$ cat src/rtl/c1_checksum_acc.sv
// One's-complement checksum accumulator.
// Words arrive over a valid/ready handshake and are folded into a running
// sum with end-around carry. After the last word, the raw sum and its
// complement are held for a downstream consumer until it accepts them.
module c1_checksum_acc #(
  parameter int WIDTH     = 4,
  parameter int MAX_WORDS = 15,
  parameter int CNT_W     = 4
) (
  input  logic             clk,
  input  logic             rst,
  input  logic             start,
  input  logic             in_valid,
  input  logic             in_last,
  input  logic [WIDTH-1:0] data_in,
  output logic             in_ready,
  output logic             out_valid,
  input  logic             out_ready,
  output logic [WIDTH-1:0] sum,
  output logic [WIDTH-1:0] checksum,
  output logic [CNT_W-1:0] count,
  output logic             err,
  output logic             busy
);

  typedef enum logic [1:0] {
    S_IDLE = 2'd0,
    S_ACC  = 2'd1,
    S_DONE = 2'd2
  } state_t;

  localparam logic [CNT_W-1:0] MAX_CNT = CNT_W'(MAX_WORDS);

  state_t           state_q;
  logic [WIDTH-1:0] sum_q;
  logic [WIDTH-1:0] sum_d;
  logic [CNT_W-1:0] count_q;
  logic             err_q;

  // One's-complement add: a carry out of the top bit wraps back into bit 0.
  // The result is not normalised, so negative zero (all ones) can appear.
  function automatic logic [WIDTH-1:0] oc_add(input logic [WIDTH-1:0] a,
                                              input logic [WIDTH-1:0] b);
    logic [WIDTH:0] t;
    t = {1'b0, a} + {1'b0, b};
    return t[WIDTH-1:0] + WIDTH'(t[WIDTH]);
  endfunction

  assign sum_d = oc_add(sum_q, data_in);

  // Packet FSM together with the accumulator, counter and overflow flag.
  always_ff @(posedge clk) begin
    if (rst) begin
      state_q <= S_IDLE;
      sum_q   <= '0;
      count_q <= '0;
      err_q   <= 1'b0;
    end else begin
      case (state_q)
        S_IDLE: begin
          if (start) begin
            sum_q   <= '0;
            count_q <= '0;
            err_q   <= 1'b0;
            state_q <= S_ACC;
          end
        end
        S_ACC: begin
          if (in_valid) begin
            // Once the packet is full, extra words are dropped. The error
            // flag is raised instead of letting the counter wrap.
            if (count_q == MAX_CNT) begin
              err_q <= 1'b1;
            end else begin
              sum_q   <= sum_d;
              count_q <= count_q + CNT_W'(1);
            end
            if (in_last) begin
              state_q <= S_DONE;
            end
          end
        end
        S_DONE: begin
          if (out_ready) begin
            state_q <= S_IDLE;
          end
        end
        default: state_q <= S_IDLE;
      endcase
    end
  end

  // The handshake flags are decoded directly from the state register, so
  // they change only on a clock edge.
  assign in_ready  = (state_q == S_ACC);
  assign out_valid = (state_q == S_DONE);
  assign busy      = (state_q != S_IDLE);
  assign sum       = sum_q;
  assign checksum  = ~sum_q;
  assign count     = count_q;
  assign err       = err_q;

endmodule

$ cat config.mk
export PLATFORM = sky130hd
export DESIGN_NAME = c1_checksum_acc
export DESIGN_NICKNAME = d
export VERILOG_FILES = /design/src/rtl/c1_checksum_acc.sv
export SDC_FILE = /design/constraint.sdc
export NUM_CORES = 1
export LEC_CHECK = 0
export CAP_MARGIN = 15
export CORE_MARGIN = 1
export CORE_UTILIZATION = 51
export CTS_CLUSTER_SIZE = 28
export DETAILED_ROUTE_END_ITERATION = 12
export DONT_BUFFER_PORTS = 1
export PLACE_DENSITY = 0.66
export SKIP_CTS_REPAIR_TIMING = 1
export SLEW_MARGIN = 20
export SYNTH_ARGS = -nofsm -noshare
export SYNTH_HDL_FRONTEND = slang
export SYNTH_SLANG_ARGS = --single-unit
export TNS_END_PERCENT = 30
$ cat constraint.sdc
create_clock -name clk -period 2.7 [get_ports clk]
set_clock_uncertainty 0.05 [all_clocks]
set_input_delay 0.27 -clock clk [delete_from_list [all_inputs] [get_ports clk]]
set_output_delay 0.27 -clock clk [all_outputs]
set_load 0.01 [all_outputs]
==> run summary, run 1 <==
run status: finished, final reports clean
Starting Density: 58.23%
crit path time final: 2192 ps
GRT overflow: 0
I/O Pins: 26
area of the multi-input gates: 425.4 um^2
worst r2r src: sum[0]
DIE HEIGHT: 38.80 um
worst vdd ir: 0.3121 mV
Slew @ Worst Pin: 356.0 ps
worst hold endpoint: state_q[0]
RD Place Congestion: 0.7775
peak fanout along the critical path: 4
worst hold path cell count: 1
crit path kind: flip-flop to flip-flop
syn_area_per_cell: 9.209 um^2
Fill cells: 115
drt drc: 0
post-synth cell types: 30
Syn-to-layout area delta: 5.616%
Die W: 38.80 um
FF-to-FF path depth: 8
commonest cells after routing, fill and taps aside: dfxtp_1, nor2_1, inv_1
final core utilization: 61.50%
MaxCap Viol Count: 0
register area: 220.2 um^2
Post-Syn Area: 690.7 um^2
GRT Total Usage: 19.98%
register area share after synthesis: 31.88%
# setup viols final: 0
placed cells: 87
slew margin rel.: 76.24%
CTS Root Cell: clkbuf_4
met2 WL post-DR: 494 um
DPL Wire Length: 955.8 um
worst-case clock buffer depth: 2
CP endpoint kind: flip-flop
Total Neg Setup Slack: 0 ps
# port buffers: 0
CTS tree: built
number of global-route vias before repair: 452
Hold WC Path Type: input pin to flip-flop
cell row count: 12
die area: 1505 um^2
YS warnings: 0
min-delay src: in_last
CP required: 2790 ps
unrepaired setup endpoints after global routing: no
met3 WL: 114 um
first-pass GRT wire length: 1.890 mm
vias per cell: 5.935
RR Endpoint: sum[3]
pwr dens: 464.9 nW/um^2
Syn Inst Count: 75
routed len/inst: 13.87 um
Lkg Pwr: 0.3165 nW
final hold slack: 48.36 ps
largest net degree at the start of global routing: 11
max-slew violations: 0
uppermost layer routed: met4
nets: 97
cts bufs inserted: 3
layout cells sized above 1: 10.26%
synthesized flop and latch total: 11
flop-to-flop setup slack: 510 ps
initial antenna violation count: 0
Via Count: 546
DRT met1 WL: 647 um
Worst Setup Start Kind: flip-flop
syn_nets: 93
Clock Sinks: 11
DRT Pass-1 Iters: 4
Total Power: 0.0003392 W
Post-DRT Antenna Nets: 0
clk_lat worst skew: 270 ps
number of DRC markers in iteration 0: 16
worst path arrival time: 2290 ps
antenna cell count: 0
total core area: 1186 um^2
Hold Vio Cnt, Final: 0
f_max: 456.3 MHz
Routed WL: 1.276 mm
final non-filler cell total: 92
leading cell type in the layout, fill and taps excluded: dfxtp_1
H-tree Lvls: 1
Final period util: 81.18%
Clock Pin Slew Worst Setup and Hold Paths: 70 ps
## power by group
| group | internal [W] | switching, W | leakage, nW |
|---|---|---|---|
| Clock | 0.0000573 | 0.0000534 | 0.0150 |
| Sequential | 0.000167 | 0.0000104 | 0.0893 |
| Combinational | 0.0000210 | 0.0000297 | 0.212 |
| Total | 0.000246 | 0.0000935 | 0.317 |
## logic make-up (layout without fill, tap and decap cells)
family | count (synthesis) | in the layout | share of synthesized area (%)
compound gates | 16 | 16 | 17.39
simple gates | 24 | 24 | 20.47
mux | 2 | 2 | 3.080
fa+ha+maj | 8 | 8 | 15.58
buf+inv | 10 | 13 | 6.521
xor+xnor | 4 | 4 | 5.072
flops | 11 | 11 | 31.88
## cell usage after synthesis, drive strengths merged
cell type / number / share of area [%]
nand3: 2 / 1.4
o211ai: 1 / 1.1
nand2: 1 / 1.6
o21ai: 1 / 0.72
a22oi: 4 / 4.3
dfxtp: 11 / 32
a41oi: 1 / 1.3
nor3: 2 / 3.1
buf: 1 / 1.6
or2: 1 / 0.91
inv: 8 / 4.3
mux2: 1 / 1.6
clkbuf: 1 / 0.54
or3b: 1 / 1.3
o21bai: 1 / 1.1
mux2i: 1 / 1.4
fa: 1 / 2.9
a21oi: 2 / 1.4
o311ai: 1 / 2.4
nor2b: 1 / 0.91
nor2: 10 / 5.4
a21o: 1 / 1.1
ha: 7 / 13
o2111ai: 1 / 1.3
and4: 1 / 1.3
and3: 2 / 1.8
a31oi: 3 / 2.7
xor2: 4 / 5.1
nand4: 3 / 2.7
## worst max-delay path, stage by stage, from the launching register on
cell	delay [ps]
dfxtp_1	360
ha_1	230
fa_1	400
a21oi_1	160
o21bai_1	80
ha_1	230
and4_1	220
o2111ai_1	210
o311ai_2	130
## metal layers
metal | vias to the layer above | GRT usage (%)
li1 | 278 | -
met1 | 242 | 23.40
met2 | 22 | 28.33
met3 | 4 | 11.56
met4 | 0 | 10.34
met5 | - | 0
## metrics by stage
stage          setup slack (ps)  area (um^2)
6_report                  508.3        729.5
5_1_grt                   363.3        729.5
4_1_cts                   500.8        719.4
3_5_place_dp              512.7        693.2
3_3_place_gp              553.9        693.2
2_1_floorplan             624.5        690.7
## state kept, by name, summed over array words and instances, names as in the netlist
signal	count
count	4
sum	4
state_q	2
err	1
## worst max path at each step
stage | start | to
finish | sum[0] | sum[3]
global route | sum[0] | sum[3]
CTS | sum[0] | sum[3]
detailed placement | sum[0] | sum[3]
global placement | sum[0] | sum[2]
floorplan | sum[0] | sum[2]
## layout make-up
cell class                      instances  share of cell area (%)
Sequential cell                        11                   30.19
Clock buffer                            4                   3.602
Inverter                                8                   4.117
Multi-Input combinational cell         54                   58.32
Timing Repair Buffer                    1                   1.372
Tap cell                               14                   2.401
Note: power is estimated with default switching activity, not from simulation.
==> inputs of run 2 (changes only) <==
==> constraint.sdc (replaced) <==
create_clock -name clk -period 2.2 [get_ports clk]
set_clock_uncertainty 0.05 [all_clocks]
set_input_delay 0.22 -clock clk [delete_from_list [all_inputs] [get_ports clk]]
set_output_delay 0.22 -clock clk [all_outputs]
set_load 0.01 [all_outputs]
==> run 2 against run 1 <==
Net effect: non-clock buffer count increased by 6; total power increased by 25%; maximum frequency increased by 6.1%; worst hold slack improved by 66 ps; largest cell class unchanged; largest power group unchanged.
==> run summary, run 2 (synthesis gave the netlist of run 1 again) <==
run status: finished, final reports clean (unchanged)
max-slew violations: 0 (unchanged)
slew margin rel.: 74.62% (was 76.24%)
MaxCap Viol Count: 0 (unchanged)
Starting Density: 58.23% (unchanged)
RD Place Congestion: 0.8210 (was 0.7775)
register area: 220.2 um^2 (unchanged)
crit path time final: 2065 ps (was 2192 ps)
CTS Root Cell: clkbuf_4 (unchanged)
leading cell type in the layout, fill and taps excluded: dfxtp_1 (unchanged)
initial antenna violation count: 0 (unchanged)
clk_lat worst skew: 270 ps (about the same)
unrepaired setup endpoints after global routing: no (unchanged)
cell row count: 12 (unchanged)
nets: 103 (was 97)
DPL Wire Length: 1.049 mm (was 955.8 um)
cts bufs inserted: 3 (unchanged)
area of the multi-input gates: 427.9 um^2 (was 425.4 um^2)
die area: 1505 um^2 (unchanged)
Routed WL: 1.376 mm (was 1.276 mm)
Total Neg Setup Slack: 0 ps (unchanged)
H-tree Lvls: 1 (unchanged)
drt drc: 0 (unchanged)
Fill cells: 106 (was 115)
Worst Setup Start Kind: flip-flop (unchanged)
worst hold path cell count: 2 (was 1)
commonest cells after routing, fill and taps aside: dfxtp_1, nor2_1, inv_1 (unchanged)
peak fanout along the critical path: 3 (was 4)
Lkg Pwr: 0.3447 nW (was 0.3165 nW)
vias per cell: 5.847 (was 5.935)
antenna cell count: 0 (unchanged)
# setup viols final: 0 (unchanged)
Clock Sinks: 11 (unchanged)
routed len/inst: 14.04 um (was 13.87 um)
placed cells: 91 (was 87)
GRT overflow: 0 (unchanged)
number of global-route vias before repair: 521 (was 452)
Clock Pin Slew Worst Setup and Hold Paths: 70 ps (about the same)
DRT Pass-1 Iters: 4 (unchanged)
Final period util: 93.86% (was 81.18%)
f_max: 484.3 MHz (was 456.3 MHz)
Post-DRT Antenna Nets: 0 (unchanged)
Via Count: 573 (was 546)
FF-to-FF path depth: 8 (unchanged)
Hold Vio Cnt, Final: 0 (unchanged)
CP required: 2290 ps (was 2790 ps)
Hold WC Path Type: input pin to flip-flop (unchanged)
Syn-to-layout area delta: 13.22% (was 5.616%)
total core area: 1186 um^2 (unchanged)
number of DRC markers in iteration 0: 11 (was 16)
final non-filler cell total: 98 (was 92)
crit path kind: flip-flop to flip-flop (unchanged)
first-pass GRT wire length: 2.132 mm (was 1.890 mm)
pwr dens: 542.3 nW/um^2 (was 464.9 nW/um^2)
GRT Total Usage: 21.54% (was 19.98%)
CP endpoint kind: flip-flop (unchanged)
I/O Pins: 26 (unchanged)
worst path arrival time: 2150 ps (was 2290 ps)
final core utilization: 65.93% (was 61.50%)
worst-case clock buffer depth: 2 (unchanged)
Die W: 38.80 um (unchanged)
CTS tree: built (unchanged)
# port buffers: 0 (unchanged)
worst vdd ir: 0.3384 mV (was 0.3121 mV)
layout cells sized above 1: 15.48% (was 10.26%)
DIE HEIGHT: 38.80 um (unchanged)
largest net degree at the start of global routing: 11 (unchanged)
Slew @ Worst Pin: 376.7 ps (was 356.0 ps)
run 2: cell types whose count changed in the layout (fill, tap and decap cells not counted):
cell           delta
fa_2              +1
dlygate4sd3_1     +2
buf_4             +4
fa_1              -1
run 2: metrics by stage:
step           setup slack [ps]  instance area [um^2]  hold slack (ps)  total power, W
2_1_floorplan             124.5                 690.7            278.7       0.0002756
3_3_place_gp              138.9                 723.2            243.6       0.0002864
3_5_place_dp              90.02                 723.2            245.2       0.0002871
4_1_cts                   68.15                 749.5           -44.37       0.0004247
5_1_grt                   24.04                 782.0            115.3       0.0004488
6_report                  135.1                 782.0            114.4       0.0004241
run 2: final timing paths:
check | startpoint | endpoint | slack, ps
max reg2reg | sum[0] | sum[3] | 140
min | in_last | state_q[1] | 110
max | sum[0] | sum[3] | 140
min reg2reg | err | err | 490
run 2: where the power goes:
part,switching (W),internal [W],total (W)
combinational,0.0000409,0.0000327,0.0000736
clock,0.0000647,0.0000702,0.000135
sequential,0.0000100,0.000205,0.000216
run 2: critical path, cell delays in order, from the launching register on:
cell	delay [ps]
dfxtp_1	310
ha_1	210
fa_2	370
a21oi_1	150
o21bai_1	70
ha_1	220
and4_1	220
o2111ai_1	210
o311ai_2	130
run 2: layer usage:
layer	share of wire (%)	wire, um	global-route usage, %
met2	45	625	33.33
met3	7.6	104	11.56
met1	47	646	26.95
met5	0	0	0
met4	0	0	2.586
run 2: area by class of cell:
cell class,instances,share of cell area [%]
inverter,8,3.840
multi-input combinational,54,54.72
tap,14,2.240
clock buffer,4,3.360
timing repair buffer,7,7.680
sequential,11,28.16
